[src/rtl/mat_serializer.sv]
// Purpose: streams a captured H x W matrix out one S-bit element per cycle, row-major.
// Latency: load sampled at edge N -> element (0,0) valid after edge N; 1 element/cycle.
// Backpressure: outputs hold while out_ready is low; loads during a transfer are dropped (overrun).
//
// Ports:
//   clk, rst_n             clock, async active-low reset
//   load, mat              capture request and flat matrix bus, (0,0) in the top S bits
//   out_data/row/col/last  current element, its position, last-element flag
//   out_valid, out_ready   stream handshake
//   busy                   a matrix is held and not fully sent
//   overrun                sticky flag: a load was dropped while busy
module mat_serializer #(
  parameter int S  = 32,
  parameter int H  = 2,
  parameter int W  = 2,
  localparam int RB = (H > 1) ? $clog2(H) : 1,
  localparam int CB = (W > 1) ? $clog2(W) : 1
) (
  input  logic             clk,
  input  logic             rst_n,
  input  logic             load,
  input  logic [H*W*S-1:0] mat,
  output logic [S-1:0]     out_data,
  output logic [RB-1:0]    out_row,
  output logic [CB-1:0]    out_col,
  output logic             out_valid,
  input  logic             out_ready,
  output logic             out_last,
  output logic             busy,
  output logic             overrun
);

  typedef enum logic {IDLE, SEND} state_t;

  state_t           state;
  logic [H*W*S-1:0] mat_q;

  logic             col_wrap;
  logic [RB-1:0]    nxt_row;
  logic [CB-1:0]    nxt_col;
  logic             nxt_last;
  logic [S-1:0]     nxt_elem;
  logic [S-1:0]     first_elem;
  logic             take;

  // Element (r,c) of a flat bus; out-of-range positions (only reachable as the
  // unused successor of the last element) fold to index 0.
  function automatic logic [S-1:0] elem(input logic [H*W*S-1:0] m,
                                        input logic [RB-1:0] r,
                                        input logic [CB-1:0] c);
    int idx;
    idx = int'(r) * W + int'(c);
    if (idx >= H * W) idx = 0;
    return m[(H*W-1-idx)*S +: S];
  endfunction

  always_comb begin
    col_wrap   = (out_col == CB'(W - 1));
    nxt_col    = col_wrap ? '0 : out_col + CB'(1);
    nxt_row    = col_wrap ? out_row + RB'(1) : out_row;
    nxt_last   = (nxt_row == RB'(H - 1)) && (nxt_col == CB'(W - 1));
    nxt_elem   = elem(mat_q, nxt_row, nxt_col);
    first_elem = elem(mat, '0, '0);
    // A load is accepted when idle, or when it coincides with the final
    // handshake so the next matrix follows with no bubble.
    take       = load && ((state == IDLE) || (out_ready && out_last));
  end

  // Outputs are all registered, so out_valid never depends on out_ready
  // combinationally and every stream output is stable until its handshake.
  always_ff @(posedge clk or negedge rst_n) begin
    if (!rst_n) begin
      state     <= IDLE;
      mat_q     <= '0;
      out_data  <= '0;
      out_row   <= '0;
      out_col   <= '0;
      out_valid <= 1'b0;
      out_last  <= 1'b0;
      busy      <= 1'b0;
      overrun   <= 1'b0;
    end else begin
      if (take) begin
        state     <= SEND;
        mat_q     <= mat;
        out_data  <= first_elem;
        out_row   <= '0;
        out_col   <= '0;
        out_valid <= 1'b1;
        out_last  <= (H * W == 1);
        busy      <= 1'b1;
      end else if ((state == SEND) && out_ready) begin
        if (out_last) begin
          state     <= IDLE;
          out_valid <= 1'b0;
          out_last  <= 1'b0;
          busy      <= 1'b0;
        end else begin
          out_data <= nxt_elem;
          out_row  <= nxt_row;
          out_col  <= nxt_col;
          out_last <= nxt_last;
        end
      end
      if (load && !take) overrun <= 1'b1;
    end
  end

endmodule

[config.mk]
export PLATFORM = sky130hd
export DESIGN_NAME = mat_serializer
export DESIGN_NICKNAME = d
export VERILOG_FILES = /design/src/rtl/mat_serializer.sv
export SDC_FILE = /design/constraint.sdc
export NUM_CORES = 1
export LEC_CHECK = 0
export BUFFER_PORTS_ARGS = -buffer_cell sky130_fd_sc_hd__buf_2
export CAP_MARGIN = 10
export CELL_PAD_IN_SITES_DETAIL_PLACEMENT = 0
export CELL_PAD_IN_SITES_GLOBAL_PLACEMENT = 2
export CORE_ASPECT_RATIO = 0.8
export CORE_MARGIN = 3
export CORE_UTILIZATION = 37
export CTS_CLUSTER_SIZE = 40
export DETAILED_ROUTE_END_ITERATION = 8
export PLACE_DENSITY = 0.91
export SLEW_MARGIN = 20
export SYNTH_ARGS = -nofsm -noshare
export SYNTH_HDL_FRONTEND = slang
export SYNTH_SLANG_ARGS = --single-unit
[constraint.sdc]
create_clock -name clk -period 2.9 [get_ports clk]
set_input_delay 0.435 -clock clk [delete_from_list [all_inputs] [get_ports clk]]
set_output_delay 0.435 -clock clk [all_outputs]
set_load 0.03 [all_outputs]
==> results by group <==
Route
  • WL final: 17000 µm
  • Residual DRC count: 0
  • Routed Antenna Nets: 0
  • Vias: 4650
  • WL/cell: 18.6 µm
  • First-pass DRT Iterations: 5
  • Via count normalized by instance count: 5.09
  • DRT iter0 DRCs: 345

Clock network
  • Clock transition at path regs: approximately 70 ps
  • Worst-Skew Late Latency: 420 ps
  • Clock sink total: 165
  • Buffer count from post-CTS setup fixing: 0
  • Root Driver: clkbuf_16
  • Num CTS Buffers: 17
  • Post_cts resized: 0
  • Htree depth: 4
  • CTS tree: built
  • Max Root-Sink Buffers: 2
  • CTS Hold Bufs: 0

Placement
  • GP Congestion: 0.768
  • DP HPWL: 11700 µm
  • Placed cell area: between 0.008 and 0.009 mm²
  • Buffers on Ports: between 150 and 200

Logic synthesis
  • Seq/Total Area, Yosys: approximately 58%
  • Net Count, Synth: 619
  • Adder-Cell Fraction of Synth Area: 0.176%
  • Synth Area in Simple Gates: 4.70%
  • Synthesis Warnings: 0
  • Synthesized area per cell: 14.6 µm²
  • Main combinational cell family by area after synthesis: multiplexers
  • Post-Synth XOR/XNOR Area: 0%
  • Post-synthesis register bit count: 165
  • Post-synthesis instance total: between 400 and 500
  • Post-synthesis mux area share: 26.5%
  • Library cells used by synthesis: 28
  • Post-Syn Area: 0.00711 mm²
  • Synth Area in Compound Gates: 6.87%

Critical path
  • CP required: 3190 ps
  • RR Startpoint: out_row
  • R2r setup slk: 690 ps
  • WS Path Type: flip-flop to flip-flop
  • Largest stage delay, worst path: 850 ps
  • Worst r2r dst: out_data[0]
  • Worst setup path end: out_data[0]
  • Worst R2R Path Depth: 4
  • Worst path slowest cell: ha_2
  • Crit-path cells: ha_2 > mux4_2 > and2_1 > a221o_1
  • CP max FO: 25
  • Origin of the worst setup path: out_row
  • Setup crit start kind: flip-flop
  • Crit end category: flip-flop
  • Arrival time worst endpoint: 2510 ps

GRT
  • Tot GR Track Use: 16.8%
  • First-pass GRT wire length: 27300 µm
  • Initial antenna violation count: 1
  • Largest net degree at the start of global routing: 76
  • Grt ovf: 0
  • Vias in the first global route: 5128

Floorplan
  • Initial core utilization: between 30% and 40%
  • Die area: 0.0209 mm²
  • Core outline area: 0.0185 mm²
  • Die X: 161 µm
  • Std-Cell Rows: 44
  • # IOs: 170
  • Die Height: around 130 µm

STA
  • Slew Limit Fails: 0
  • Slew @ Worst Pin: 792 ps
  • RSZ-0062 raised after global routing: false
  • Tmin final: 2210 ps
  • TNS Setup: 0 ps
  • Final-report hold violation count: 0
  • # setup viols final: 0
  • Slew HR: between 40% and 50%
  • Tcrit/Tclk final: 76.3%
  • Max Freq: 0.452 GHz
  • Skew final: 13.9 ps

Power
  • Leak: 0.00410 µW
  • Peak supply drop: 0.384 mV
  • Power density over the cells: 1200 mW/mm²

Cells and area
  • Finished Cell Area: 0.00882 mm²
  • Diode count: 0
  • P&R area growth vs syn: 24.1%
  • Filler Cells Inserted: roughly 1700
  • Layout cells sized above 1: 53.0%
  • Fin nets: 782

Hold path
  • Min-Delay Path Class: input port to async pin

Outcome
  • Outcome: complete, no violations

Job
  • MaxCap Viol Count: 0
==> power by group <==
group          switching [µW]  internal [µW]  leakage [µW]
clock network             944           1330      0.000277
registers                 626           3450       0.00200
logic                    1980           2230       0.00183
total                    3550           7010       0.00410
==> registers in the layout, indices dropped and copies added (netlist names) <==
| signal | flops |
|---|---|
| out_data | 32 |
| overrun | 1 |
| out_row | 1 |
| out_last | 1 |
| out_col | 1 |
| mat_q | 128 |
| state | 1 |
==> per-stage QoR <==
step	utilization, %	cells	setup WS, ps	total power, µW	hold slack (ps)
final	47.7	914	687	10600	22.9
after CTS	47.7	914	669	10700	51.4
after global routing	47.7	914	576	11300	67.1
after global placement	44.5	883	756	8170	452
after floorplan	-	486	111	7200	139
after detailed placement	44.5	883	700	8390	464
==> worst max-delay path, delay by kind of cell, from the launching register on <==
| kind | cells | cell delay, ps |
|---|---|---|
| flip-flops | 1 | 400 |
| AND/OR/NAND/NOR | 1 | 170 |
| multiplexers | 1 | 420 |
| adder cells (fa/ha/maj) | 1 | 850 |
| AO/OA/AOI/OAI | 1 | 250 |
==> worst min path at each step <==
stage | startpoint | endpoint | slack, ps
final | rst_n | out_data[2] | 20
after global routing | rst_n | out_data[2] | 70
after CTS | rst_n | out_data[2] | 50
after detailed placement | mat_q[109] | mat_q[109] | 460
after global placement | mat_q[121] | mat_q[121] | 450
after floorplan | rst_n | mat_q[0] | 140
==> cells in the mapped netlist <==
library cell  instances  area, µm²
dfrtp_1             165       4130
buf_2                14       70.1
and3b_1               1       8.76
clkbuf_1             13       48.8
buf_1                 3       11.3
nand3_1              14       70.1
mux2_2              101       1140
o22ai_1               1       6.26
nor2b_1               1       6.26
o21ai_0              15       75.1
a21bo_1               1       10.0
o21bai_1              1       7.51
inv_1                16       60.1
and2_1                7       43.8
mux2_1                2       22.5
buf_4                 2       15.0
nand3b_1              1       7.51
o211ai_1             14        105
and3_1               12       75.1
a22o_1                1       8.76
o21ai_1               1       5.00
mux4_2               32        721
a221o_1              18        180
nand2_1              31        116
buf_6                 5       56.3
a21o_1               12       90.1
ha_1                  1       12.5
nand2b_1              1       6.26
==> placed cells by master (no fill, tap or decap), drive strengths merged, types with 14 or more instances in the layout <==
| master | instances |
|---|---|
| mux4 | 32 |
| buf | 181 |
| a221o | 18 |
| inv | 21 |
| clkbuf | 19 |
| o21ai | 16 |
| mux2 | 103 |
| o211ai | 14 |
| nand2 | 31 |
| dfrtp | 165 |
| nand3 | 14 |
==> metal layers <==
layer	global-route usage, %	share of wire (%)	up-vias
met5	0	0.076	-
met4	4.00	0.95	2
met3	4.54	5.5	15
met2	27.9	49	130
met1	22.4	45	2387
li1	-	-	2116
==> cells by family after synthesis <==
kind of cell / count (synthesis)
flops: 165
mux: 135
simple gates: 68
compound gates: 64
buf+inv: 53
fa+ha+maj: 1
==> area by class of cell <==
type	count	area, µm²	share of cell area, %
clock buffer	19	453	5.13
sequential	165	4130	46.8
inverter	16	60.1	0.681
clock inverter	12	144	1.63
multi-input combinational	268	2730	30.9
tap	253	317	3.59
timing repair buffer	181	992	11.2
Power figures use the tool's default switching activity.
